==> src/rtl/temporizador.sv <==
// Microwave countdown timer: four BCD digits (MM:SS) loaded from the keypad,
// decremented once per TICK_DIV clocks while the magnetron is on.
module temporizador #(
    parameter int TICK_DIV = 10
) (
    input  logic       clock,
    input  logic       resetn,
    input  logic       clearn,
    input  logic       load,
    input  logic [3:0] digit,
    input  logic       enable,
    output logic [3:0] sec_ones,
    output logic [3:0] sec_tens,
    output logic [3:0] min_ones,
    output logic [3:0] min_tens,
    output logic       timer_done
);

    localparam int PW = (TICK_DIV > 1) ? $clog2(TICK_DIV) : 1;
    localparam logic [PW-1:0] PRE_MAX = PW'(TICK_DIV - 1);

    typedef enum logic [1:0] {IDLE, ARMED, RUNNING, DONE} state_t;

    // digits[0]=sec_ones .. digits[3]=min_tens
    logic [3:0][3:0] digits, digits_next, digits_dec;
    logic [PW-1:0]   pre, pre_next;
    state_t          state, state_next;

    logic count_zero, tick, load_ok;

    assign count_zero = (digits == '0);
    assign tick       = enable && !count_zero && (pre == PRE_MAX);
    assign load_ok    = load && !enable && (digit <= 4'd9);

    assign sec_ones   = digits[0];
    assign sec_tens   = digits[1];
    assign min_ones   = digits[2];
    assign min_tens   = digits[3];
    assign timer_done = count_zero;

    // BCD borrow chain; sec_tens may legally hold 6..9 after a keypad entry
    always_comb begin
        digits_dec = digits;
        if (digits[0] != 4'd0) begin
            digits_dec[0] = digits[0] - 4'd1;
        end else if (digits[1] != 4'd0) begin
            digits_dec[1] = digits[1] - 4'd1;
            digits_dec[0] = 4'd9;
        end else if (digits[2] != 4'd0) begin
            digits_dec[2] = digits[2] - 4'd1;
            digits_dec[1] = 4'd5;
            digits_dec[0] = 4'd9;
        end else if (digits[3] != 4'd0) begin
            digits_dec[3] = digits[3] - 4'd1;
            digits_dec[2] = 4'd9;
            digits_dec[1] = 4'd5;
            digits_dec[0] = 4'd9;
        end
    end

    always_comb begin
        digits_next = digits;
        pre_next    = '0;
        if (!clearn) begin
            digits_next = '0;
        end else if (tick) begin
            digits_next = digits_dec;
        end else if (load_ok) begin
            digits_next = {digits[2:0], digit};
        end
        // Partial second is dropped whenever the magnetron is off or count is 0
        if (clearn && enable && !count_zero && !tick) begin
            pre_next = pre + PW'(1);
        end
    end

    always_comb begin
        state_next = state;
        if (!clearn) begin
            state_next = IDLE;
        end else if (tick) begin
            state_next = (digits_dec == '0) ? DONE : RUNNING;
        end else if (load_ok) begin
            state_next = ({digits[2:0], digit} == '0) ? IDLE : ARMED;
        end else if (!count_zero) begin
            state_next = enable ? RUNNING : ARMED;
        end
    end

    always_ff @(posedge clock or negedge resetn) begin
        if (!resetn) begin
            digits <= '0;
            pre    <= '0;
            state  <= IDLE;
        end else begin
            digits <= digits_next;
            pre    <= pre_next;
            state  <= state_next;
        end
    end

endmodule

==> config.mk <==
export PLATFORM = sky130hd
export DESIGN_NAME = temporizador
export DESIGN_NICKNAME = d
export VERILOG_FILES = /design/src/rtl/temporizador.sv
export SDC_FILE = /design/constraint.sdc
export NUM_CORES = 1
export LEC_CHECK = 0
export ABC_AREA = 1
export BUFFER_PORTS_ARGS = -buffer_cell sky130_fd_sc_hd__clkbuf_2
export CORE_MARGIN = 2
export CORE_UTILIZATION = 28
export DETAILED_ROUTE_END_ITERATION = 12
export PLACE_DENSITY = 0.57
export SYNTH_ARGS = -nofsm -noshare
export SYNTH_HDL_FRONTEND = slang
export SYNTH_SLANG_ARGS = --single-unit
==> constraint.sdc <==
create_clock -name clock -period 1.8 [get_ports clock]
set_input_delay 0.09 -clock clock [delete_from_list [all_inputs] [get_ports clock]]
set_output_delay 0.09 -clock clock [all_outputs]
set_load 0.05 [all_outputs]
After elaboration in Yosys (flattened, before gate mapping)
Cells that the tools add are included.

storage, ports and cells
  flip-flop bits (word level) = 20
  bits of input ports = 9
  output and inout bits = 17

cells by class
  $add $sub $neg = 5
  order comparisons = 1
  equal/unequal tests = 9
  muxes and demuxes = 11
  reductions and logical operators = 19

operators with widths
  kind                   count
  $mux W16               4
  $mux W12               2
  $logic_not A16 Y1      1
  $mux W8                2
  $reduce_bool A4 Y1     4
  $sub A4 B1 Y4 const B  4
  $mux W4                3
  $ne A3 B3 Y1 const B   3
  $logic_and A1 B1 Y1    7
  $ne A6 B2 Y1 const B   1
  $ne A5 B2 Y1 const B   1
  $reduce_and A5 Y1      1
  $add A4 B1 Y4 const B  1
  $eq A4 B4 Y1 const B   1
  $le A4 B4 Y1 const B   1
  $ne A4 B2 Y1 const B   1
  $reduce_and A4 Y1      1
  $logic_not A1 Y1       3
  $ne A3 B1 Y1 const B   1
  $ne A3 B2 Y1 const B   1
  $reduce_and A3 Y1      1
  $reduce_and A2 Y1      1

Longest topological paths before layout
  depth in word-level cells = 7
  gate-level depth with buffers = 12
  mapped depth without buffers = 12

Worst setup path after synthesis
No wires, ideal clock.

  kind = reg2reg
  start = register digits (netlist bit min_tens[0])
  end = register digits (netlist bit min_tens[2])
  arrival = 1.812 ns
  setup slack = -0.132 ns
  cell stages (with the launch flop) = 13
  path buffers = 0
  period minus slack after synthesis = 1.932 ns
  path through = dfrtp_1 > inv_1 > ha_1 > nand2_1 > nor2_2 > nand2_4 > nand3_4 > nand3_4 > inv_2 > nor2_2 > inv_2 > nand2_1 > nand2_1

between the ends
  cells in the longest elaborated chain, start to end = 7
  elaborated cells on any way between the ends = 18
  classes of those cells = add/sub: 1; eq/ne: 5; mux: 6; reduce/logical: 6

ends and longest elaborated chain
  item                    RTL line  text
  from (decl)             25        logic [3:0][3:0] digits, digits_next, digits_dec;
  from (signal assigned)  96        digits <= digits_next;
  $sub A4 B1 Y4           54        digits_dec[3] = digits[3] - 4'd1;
  $mux W16                53        end else if (digits[3] != 4'd0) begin
  $mux W4                 49        end else if (digits[2] != 4'd0) begin
  $mux W8                 46        end else if (digits[1] != 4'd0) begin
  $mux W12                44        if (digits[0] != 4'd0) begin
  $mux W16                66        end else if (tick) begin
  $mux W16                64        if (!clearn) begin

Several ways; a longest one is shown, not always the timed one. The select of a mux whose other input is x is not followed.
A chain may end at the register's enable or synchronous reset.

Worst setup path after layout
  start = register digits (netlist bit min_tens[1])
  end = output timer_done

between the ends
  cells in the longest elaborated chain, start to end = 1

ends and longest elaborated chain
  item               RTL line  text
  $logic_not A16 Y1  31        assign count_zero = (digits == '0);
  to (decl)          16        output logic timer_done

Every way passes these cells.

==> out/qor.csv <==
stage,metric,value,unit
timing,post-layout min period,1.67,ns
yosys,Syn Nets,193,
critical_path,R2R Path End,sec_tens[2],
clock_network,clock-pin slew on the worst setup and hold paths,0.07,ns
critical_path,Top Family by Delay on Critical Path,buffers and inverters,
detailed_routing,Post-Route WL,3.34,mm
yosys,Synth top area share,36.9,%
place,gpl congestion,0.825,
clock_network,"Clk Latency, worst-skew pair",0.26,ns
yosys,Ys Warns,0,
layout,Util after Layout,38.2,%
timing,final hold vios,0,
detailed_routing,First-pass DRT Iterations,4,
timing,RSZ-0062 raised after global routing,yes,
critical_path,"Max FO, Critical Path",4,
timing,final setup violation count,0,
detailed_routing,vias per cell,4.68,
clock_network,CTS Buffer Depth,2,
layout,layout cells sized above 1,34.3,%
global_route,number of antenna violations at the first check in global routing,0,
yosys,Syn Inst Count,181,
yosys,Netlist cell types,26,
timing,Max Fclk,599,MHz
pwr,Clk pwr share,25.3,%
yosys,Post-Synth Simple-Gate Area,38.8,%
critical_path,CP Buf/Inv Count,3,
worst_hold_path,worst hold path cell count,5,
critical_path,CP Launch Type,flop,
timing,Worst Tran Pin Value,0.514,ns
pwr,Int Pwr,768,µW
critical_path,CP arrival,1.58,ns
clock_network,Num CTS Buffers,3,
timing,final period utilization,92.8,%
layout,register area,503,µm²
yosys,#FFs+latches synth,20,
layout,fill count,513,
detailed_routing,via count,1330,
critical_path,Crit Path Category,flop to primary output,
worst_hold_path,Worst Hold Path EP,sec_ones[0],
clock_network,CTS tree,built,
yosys,Post-Synth XOR/XNOR Area,3.87,%
pwr,Lkg Pwr,0.000933,µW
yosys,top post-synthesis cells by count,"nand2_1 (46), dfrtp_1 (20), nor2_1 (19), nand3_1 (16), o21ai_1 (14)",
die,overall die area,0.00542,mm²
critical_path,worst flop-to-flop path startpoint,min_tens[1],
layout,Post-layout nets,243,
clock_network,root buffer cell,clkbuf_8,
timing,Rel. slew slack,65.7,%
layout,ANT cells,0,
pwr,Reg power frac,40.5,%
detailed_routing,initial DRC count,81,
critical_path,worst r2r path cells,10,
worst_hold_path,Worst Min Path Start,digit[0],
place,post-detail-place hpwl,2.58,mm
layout,Area Overhead vs Synth,32.1,%
die,# rows,25,
layout,footprint of the multi-input gates,795,µm²
pwr,P_sw,446,µW
yosys,Synth Area in Compound Gates,10.9,%
critical_path,R2R setup slack,0.13,ns
critical_path,"most used cell, CP",inv_1,
yosys,post-synth top area cell,dfrtp_1,
yosys,syn avg cell area,7.50,µm²
pwr,PwrDens,677,mW/mm²
clock_network,CTS sink cnt,20,
yosys,Post-Synth Adder-Cell Area,2.76,%
die,Top Ports,26,
yosys,most instantiated library cell after synthesis,nand2_1,
pwr,combinational power share,34.2,%
global_route,Overflow after GRT,0,
layout,Layout Cells excl Fill,284,
die,CORE AREA,0.00469,mm²
global_route,first-pass GRT wire length,5.55,mm
yosys,synthesized area,0.00136,mm²
worst_hold_path,HP Class,input pin to flop,
die,die height,73.6,µm
pwr,switching share of power,36.8,%
yosys,largest family of logic cells by synthesized area,simple AND/OR/NAND/NOR gates,
timing,Final Max Tran Viols,0,
detailed_routing,drt wl/cell,11.8,µm
place,placed cells,276,
detailed_routing,DRT antenna net count,0,
critical_path,nature of the critical path endpoint,primary output,
critical_path,CP peak stage delay,0.41,ns
critical_path,worst-path cell chain,"inv_1, ha_2, nand2_1, nor2_2, nand2_4, inv_1, clkbuf_2",
outcome,outcome,"finished, final reports clean",
die,Initial Util,28.9,%
global_route,largest net degree at the start of global routing,21,
job,Max Cap Viol,0,
timing,setup TNS,0,ns
place,Port Buffers,25,
yosys,Post-synth EDFFs,0,
yosys,mux cell area share after synthesis,0,%
critical_path,worst path required time,1.71,ns
critical_path,Slowest cell on crit path,dfrtp_2,
pwr,worst vdd ir,0.366,mV
yosys,Post-synth top flop,dfrtp_1,
global_route,number of global-route vias before repair,1246,
yosys,ranking of synthesized cells by area,"dfrtp_1 (37%), nand2_1 (13%), nand3_1 (5.9%)",
timing,clk_skew,0.00323,ns
clock_network,H-tree depth,1,
detailed_routing,DRC,0,
die,die width,73.6,µm
global_route,total global routing track utilization,13.3,%
yosys,register area share after synthesis,36.9,%
yosys,Post-synth ARST share,100,%
[worst max path at each step]
stage | endpoint | slack (ns) | depth (start not counted) | from
after detailed placement | min_tens[3] | 0.06 | 11 | min_tens[1]
after global routing | min_ones[1] | -0.02 | 9 | pre[1]
after global placement | min_tens[2] | 0.10 | 12 | min_tens[0]
final | timer_done | 0.13 | 7 | min_tens[1]
after CTS | min_tens[0] | 0.04 | 10 | min_tens[1]
after floorplan | min_tens[3] | 0.003 | 11 | sec_ones[3]
[cell usage in the layout, fill, tap and decap left out, types with 2 or more instances in the layout]
| cell | count |
|---|---|
| o21ai_1 | 14 |
| nor2_2 | 5 |
| nand3_4 | 2 |
| ha_1 | 2 |
| o21ai_0 | 8 |
| clkbuf_2 | 25 |
| nand3_2 | 3 |
| inv_1 | 12 |
| nand2_2 | 2 |
| inv_2 | 2 |
| xor2_1 | 3 |
| xnor2_1 | 3 |
| dfrtp_1 | 18 |
| nand2_1 | 46 |
| nor2_1 | 18 |
| nor3_1 | 4 |
| buf_4 | 21 |
| dfrtp_2 | 2 |
| nor2_4 | 4 |
| nand3_1 | 16 |
| o21ai_2 | 2 |
| a21oi_1 | 4 |
| clkbuf_8 | 3 |
[worst min-delay path, stage by stage]
cell	delay (ns)
clkbuf_2	0.08
nand2_1	0.05
o21ai_1	0.05
nand3_1	0.05
o21ai_1	0.05
[state kept, by name, summed over array words and instances (netlist names)]
signal,cells
sec_tens,4
pre,4
sec_ones,4
min_tens,4
min_ones,4
[power groups by stage]
stage                     Combinational, µW  Clock (µW)  Sequential [µW]
after floorplan                         183           0              592
after global placement                  404           0              499
after detailed placement                403           0              500
after CTS                               406         323              491
after global routing                    459         345              495
final                                   415         307              492
[routing by layer]
metal | vias to the layer above | global-route usage, % | wire length (µm)
met5 | - | 0 | 0
met4 | 0 | 3.03 | 17
met3 | 2 | 3.29 | 134
met2 | 26 | 21.4 | 1600
met1 | 614 | 18.0 | 1590
li1 | 688 | - | -
[stage by stage]
stage	total power [µW]	setup WS (ns)	hold slack [ns]	instance area (µm²)
after CTS	1220	0.0396	0.149	1740
after floorplan	775	0.00321	-0.206	1360
after global placement	902	0.105	0.0851	1690
after detailed placement	903	0.0633	0.0930	1690
after global routing	1300	-0.0200	0.209	1790
final	1210	0.130	0.153	1790
[repair_timing]
| action | 4_1_cts | 5_1_grt |
|---|---|---|
| setup endpoints to repair | 0 | 16 |
| hold buffers | 1 | 0 |
| endpoints found under the hold margin | 20 | 0 |
| resized for setup | 0 | 7 |
| buffers inserted | 0 | 2 |
[layout make-up]
| class | instances | area share (%) |
|---|---|---|
| multi-input cells | 142 | 44.3 |
| flip-flops and latches | 20 | 28.1 |
| repair buffers | 49 | 18.1 |
| well taps | 54 | 3.77 |
| inverters | 15 | 3.28 |
| clock buffers | 4 | 2.51 |
[cell families after synthesis]
logic type                 count (synthesis)
DFF                                       20
and+or+nand+nor                          104
buffers and inverters                     20
xor gates and xnor gates                   6
adders and majority gates                  3
AOI/OAI and AO/OA                         28
Note: power is estimated with default switching activity, not from simulation.
